===== src/rtl/dmem_access_ctrl.sv =====
// Memory-stage data-memory access controller: runs the req/gnt/rvalid handshake
// with a variable-latency data memory and stalls the pipeline until it completes.
module dmem_access_ctrl #(
  parameter int TIMEOUT_CYCLES = 64,
  parameter int CNT_W          = 7
) (
  input  logic        clk,
  input  logic        n_reset,
  input  logic        xm_valid_i,
  input  logic        xm_is_load_i,
  input  logic        xm_is_store_i,
  input  logic [31:0] xm_addr_i,
  input  logic [31:0] xm_wdata_i,
  input  logic [4:0]  xm_rd_i,
  output logic        stall_o,
  output logic        mem_req_o,
  output logic        mem_we_o,
  output logic [31:0] mem_addr_o,
  output logic [31:0] mem_wdata_o,
  input  logic        mem_gnt_i,
  input  logic        mem_rvalid_i,
  input  logic [31:0] mem_rdata_i,
  output logic        wb_valid_o,
  output logic [4:0]  wb_rd_o,
  output logic [31:0] wb_data_o,
  output logic        err_o
);

  typedef enum logic [1:0] {
    S_IDLE = 2'd0,
    S_REQ  = 2'd1,
    S_WAIT = 2'd2,
    S_RESP = 2'd3
  } state_t;

  localparam logic [CNT_W-1:0] CNT_LIMIT = CNT_W'(TIMEOUT_CYCLES - 1);

  state_t r_state;
  state_t w_next_state;

  logic [CNT_W-1:0] r_cnt;
  logic [31:0]      r_addr;
  logic [31:0]      r_wdata;
  logic             r_we;
  logic [4:0]       r_rd;
  logic             r_req;
  logic             r_wb_valid;
  logic [4:0]       r_wb_rd;
  logic [31:0]      r_wb_data;
  logic             r_err;

  logic w_is_mem_op;
  logic w_aligned;
  logic w_start;
  logic w_bad;
  logic w_done;
  logic w_limit;
  logic w_timeout;
  logic w_stall;
  logic w_wb_load;

  // Exactly one of load/store, word-aligned: anything else valid but touching
  // memory is rejected in IDLE without stalling the pipeline.
  assign w_is_mem_op = xm_is_load_i | xm_is_store_i;
  assign w_aligned   = (xm_addr_i[1:0] == 2'b00);
  assign w_start     = xm_valid_i & (xm_is_load_i ^ xm_is_store_i) & w_aligned;
  assign w_bad       = xm_valid_i & w_is_mem_op & ~w_start;
  assign w_limit     = (r_cnt == CNT_LIMIT);

  // NOTE: every always_comb output gets a default before the case so no path
  // leaves a signal unassigned and infers a latch.
  always_comb begin
    w_next_state = r_state;
    w_done       = 1'b0;
    w_timeout    = 1'b0;
    w_stall      = 1'b0;
    case (r_state)
      S_IDLE: begin
        if (w_start) begin
          w_next_state = S_REQ;
          w_stall      = 1'b1;
        end
      end
      S_REQ: begin
        w_stall = 1'b1;
        // rvalid before grant is meaningless and therefore ignored
        if (mem_gnt_i && (r_we || mem_rvalid_i)) begin
          w_done       = 1'b1;
          w_next_state = S_RESP;
        end else if (w_limit) begin
          w_timeout    = 1'b1;
          w_next_state = S_RESP;
        end else if (mem_gnt_i) begin
          w_next_state = S_WAIT;
        end
      end
      S_WAIT: begin
        w_stall = 1'b1;
        if (mem_rvalid_i) begin
          w_done       = 1'b1;
          w_next_state = S_RESP;
        end else if (w_limit) begin
          w_timeout    = 1'b1;
          w_next_state = S_RESP;
        end
      end
      S_RESP: begin
        // Leave unconditionally: the completed instruction is still in XM here.
        w_next_state = S_IDLE;
      end
      default: begin
        w_next_state = S_IDLE;
      end
    endcase
  end

  assign w_wb_load = w_done & ~r_we & (r_rd != 5'd0);

  // NOTE: state registers use non-blocking assignments so every register
  // samples the pre-edge values regardless of statement order.
  always_ff @(posedge clk) begin
    if (!n_reset) begin
      r_state <= S_IDLE;
    end else begin
      r_state <= w_next_state;
    end
  end

  always_ff @(posedge clk) begin
    if (!n_reset) begin
      r_cnt      <= '0;
      r_addr     <= '0;
      r_wdata    <= '0;
      r_we       <= 1'b0;
      r_rd       <= '0;
      r_req      <= 1'b0;
      r_wb_valid <= 1'b0;
      r_wb_rd    <= '0;
      r_wb_data  <= '0;
      r_err      <= 1'b0;
    end else begin
      if (r_state == S_IDLE && w_start) begin
        r_cnt   <= '0;
        r_addr  <= {xm_addr_i[31:2], 2'b00};
        r_wdata <= xm_wdata_i;
        r_we    <= xm_is_store_i;
        r_rd    <= xm_rd_i;
      end else if (r_state == S_REQ || r_state == S_WAIT) begin
        r_cnt <= r_cnt + CNT_W'(1);
      end

      r_req      <= (w_next_state == S_REQ);
      r_err      <= ((r_state == S_IDLE) & w_bad) | w_timeout;
      r_wb_valid <= w_wb_load;
      r_wb_rd    <= w_wb_load ? r_rd : 5'd0;
      r_wb_data  <= w_wb_load ? mem_rdata_i : 32'd0;
    end
  end

  assign stall_o     = w_stall;
  assign mem_req_o   = r_req;
  assign mem_we_o    = r_we;
  assign mem_addr_o  = r_addr;
  assign mem_wdata_o = r_wdata;
  assign wb_valid_o  = r_wb_valid;
  assign wb_rd_o     = r_wb_rd;
  assign wb_data_o   = r_wb_data;
  assign err_o       = r_err;

endmodule


===== config.mk =====
export PLATFORM = sky130hd
export DESIGN_NAME = dmem_access_ctrl
export DESIGN_NICKNAME = d
export VERILOG_FILES = /design/src/rtl/dmem_access_ctrl.sv
export SDC_FILE = /design/constraint.sdc
export NUM_CORES = 1
export LEC_CHECK = 0
export CAP_MARGIN = 20
export CORE_MARGIN = 5
export CORE_UTILIZATION = 30
export CTS_CLUSTER_SIZE = 30
export DETAILED_ROUTE_END_ITERATION = 8
export DONT_BUFFER_PORTS = 1
export HOLD_SLACK_MARGIN = 0.03
export PLACE_DENSITY = 0.55
export SLEW_MARGIN = 20
export SYNTH_ARGS = -nofsm -noshare
export SYNTH_HDL_FRONTEND = slang
export SYNTH_SLANG_ARGS = --single-unit

===== constraint.sdc =====
create_clock -name clk -period 4.45 [get_ports clk]
set_input_delay 1.1125 -clock clk [delete_from_list [all_inputs] [get_ports clk]]
set_output_delay 1.1125 -clock clk [all_outputs]
set_load 0.1 [all_outputs]

==> out/metrics.cfg <==
[outcome]
status = complete, no violations

[placement]
place_area_um2 = 4320
port-buffer-count = 0
gp_congestion = 0.722
hpwl_um = 7650

[routing]
first_pass_iters = 4
dr_total_vias = 2999
wirelength_um = 10800
vias_per_cell = 4.66
drt_iter0_markers = 142
wire_per_inst_um = 16.7
drtAntennaViolNets = 0
remaining_drc_errors = 0

[floorplanning]
die_area_um2 = 16500
fp.coreArea_um2 = 13800
die_w_um = 128
die_h_um = 128
start_util_pct = 30.5
fp-row-count = 43
ios = 214

[timing]
finalCritPeriodShare_pct = 74.0
slew_headroom_pct = 30.0
slew_violations = 0
tightest_slew_ns = 1.05
finalSetupViolCount = 0
skew_ns = 0.00527
tns_ns = 0
period_minus_slack_ns = 3.29
rsz0062_at_grt = no
final_hold_viol_count = 0
max_freq_ghz = 0.304

[cells_and_area]
diodes = 0
mostFrequentLayoutCells = nand2_1 (141), dfxtp_1 (117), a21boi_0 (67)
syn_to_final_growth_pct = 16.6
nNetsFinal = 566
nFillCells = 1430
final_cell_area_um2 = 4890
drive_gt1_share_pct = 9.05
layout_commonest_cell = nand2_1
utilization_pct = 35.5

[setup_path]
path_buf_inv = 2
reg2reg_from = r_state[0]
cp.arrival_ns = 2.18
rrSetupSlack_ns = 2.20
cp_slowest_cell = buf_4
end_kind = output port
cp_data_required_time_ns = 3.34
cpPeakStageDelay_ns = 0.29
worst_r2r_endpoint = r_state[1]
critPathKind = in2out
critPathMaxFanout = 3
critPathTopFamily = simple AND/OR/NAND/NOR gates
cp-start-kind = input pin
rr_worst_depth = 6
crit_chain = inv_1 -> ha_1 -> nand2_1 -> nor4_4 -> nor2_1 -> nor2_2 -> buf_4

[clock_tree]
clock_path_buffers = 2
numCtsBuffers = 17
insertion_delay_ns = 0.40
cts_setup_buffers = 0
ctsHoldBuffers = 0
cts_resized = 0
clk_pin_slew_ns = 0.05
h-tree-depth = 4
cts_tree = built
root_buffer = clkbuf_16
cts_num_sinks = 117

[yosys]
synth_cells = 457
ys_warn_count = 0
yosys.cell_types.count = 37
postSynthAreaPerCell_um2 = 9.18
async_flop_share_pct = 0
ys_seq_area_share_pct = 55.8
ys.flop_type = dfxtp_1
synthesis.area_um2 = 4200
synth_edf_count = 0
ys_ff_latch = 117

[power_and_ir_drop]
intPower_mw = 1.94
comb_power_share_pct = 9.1
p_seq_share_pct = 46.4
clock_power_share_pct = 44.4
p_leak_nw = 1.74
p_sw_share_pct = 31.4
powerDensity_nw_per_um2 = 578
irDropWorstVdd_mv = 0.215
p_switching_mw = 0.887

[global_routing]
grt_pass1_wl_um = 16600
grt_antenna_before_repair = 0
use_met1_pct = 14.6
first_global_vias = 3059
overflow = 0
grtUsageMet3_pct = 8.04
busiest_layer = met2
grt_use_met2_pct = 19.6
grt_use_total_pct = 13.1
grt_max_degree = 74

[hold_path]
min_from = r_rd[3]
hp-class = reg2reg
whs_endpoint = r_rd[3]
hold_path_depth = 2

[run]
maxCapViolCount = 0

metal layers:
metal,up-vias,wire (um)
li1,1460,-
met1,1341,4260
met2,179,4580
met3,19,1700
met4,0,223
met5,-,0
power groups by stage:
stage,Clock (mW),Combinational (mW),Sequential (mW)
3_3_place_gp,0,0.254,1.33
3_5_place_dp,0,0.264,1.34
6_report,1.26,0.259,1.31
2_1_floorplan,0,0.217,1.32
5_1_grt,1.34,0.292,1.32
4_1_cts,1.30,0.264,1.32
final cells by class:
cell class                      instances  area (um^2)  area share (%)
Multi-Input combinational cell        305         1710            35.0
Sequential cell                       117         2340            47.9
Tap cell                              180          225            4.60
Clock buffer                           17          425            8.70
Timing Repair Buffer                    4         33.8           0.691
Clock inverter                         15          133            2.71
Inverter                                6         22.5           0.460
cell usage after synthesis (2+ instances only):
| library cell | instances | share of area (%) |
|---|---|---|
| dfxtp_1 | 117 | 56 |
| nor2_1 | 14 | 1.3 |
| xnor2_1 | 2 | 0.42 |
| a21boi_0 | 67 | 12 |
| nand2_1 | 141 | 13 |
| o21ai_0 | 3 | 0.36 |
| xor2_1 | 3 | 0.63 |
| nand4_1 | 3 | 0.45 |
| and2_1 | 38 | 5.7 |
| inv_1 | 5 | 0.45 |
| buf_4 | 2 | 0.36 |
| nand2b_1 | 2 | 0.30 |
| ha_1 | 7 | 2.1 |
| clkbuf_1 | 22 | 2.0 |
| buf_6 | 2 | 0.54 |
| o31ai_1 | 2 | 0.36 |
| buf_2 | 4 | 0.48 |
| a21oi_1 | 4 | 0.48 |
cells by family (layout without fill, tap and decap cells):
| kind of cell | Yosys count | in the layout | synth area share, % |
|---|---|---|---|
| multiplexers | 1 | 1 | 0.239 |
| AND/OR/NAND/NOR | 205 | 205 | 21.9 |
| adder cells (fa/ha/maj) | 7 | 7 | 2.09 |
| flip-flops | 117 | 117 | 55.8 |
| buffers and inverters | 36 | 42 | 3.88 |
| XOR/XNOR | 5 | 5 | 1.04 |
| AO/OA/AOI/OAI | 85 | 85 | 15.0 |
| other | 1 | 2 | 0.0894 |
metrics by stage:
stage          total power [mW]  hold WS [ns]  cells  setup slack [ns]
2_1_floorplan              1.54         0.452    458            0.0112
3_3_place_gp               1.59         0.465    611              1.15
3_5_place_dp               1.60         0.477    611              1.15
4_1_cts                    2.87         0.484    643              1.14
5_1_grt                    2.95         0.508    644              1.05
6_report                   2.83         0.483    644              1.16
worst max-delay path by stage:
stage / slack, ns / depth (start not counted) / startpoint / endpoint
detailed placement: 1.15 / 7 / xm_is_load_i / stall_o
finish: 1.16 / 7 / xm_is_load_i / stall_o
global placement: 1.15 / 7 / xm_is_load_i / stall_o
CTS: 1.14 / 7 / xm_is_load_i / stall_o
floorplan: 0.01 / 7 / xm_is_load_i / stall_o
global route: 1.05 / 7 / xm_is_load_i / stall_o
sequential cells by signal (all words and copies together), names as in the netlist, 2 cells and up:
name         flops
wb_data_o       32
r_cnt            7
r_state          2
r_rd             5
mem_addr_o      30
wb_rd_o          5
mem_wdata_o     32
worst register-to-register path, delay by kind of cell (launching register included):
kind            cells  cell delay (ns)
fa+ha+maj           1             0.28
compound gates      1             0.28
flops               1             0.36
simple gates        2             1.00
buf+inv             2             0.24
Power figures use the tool's default switching activity.
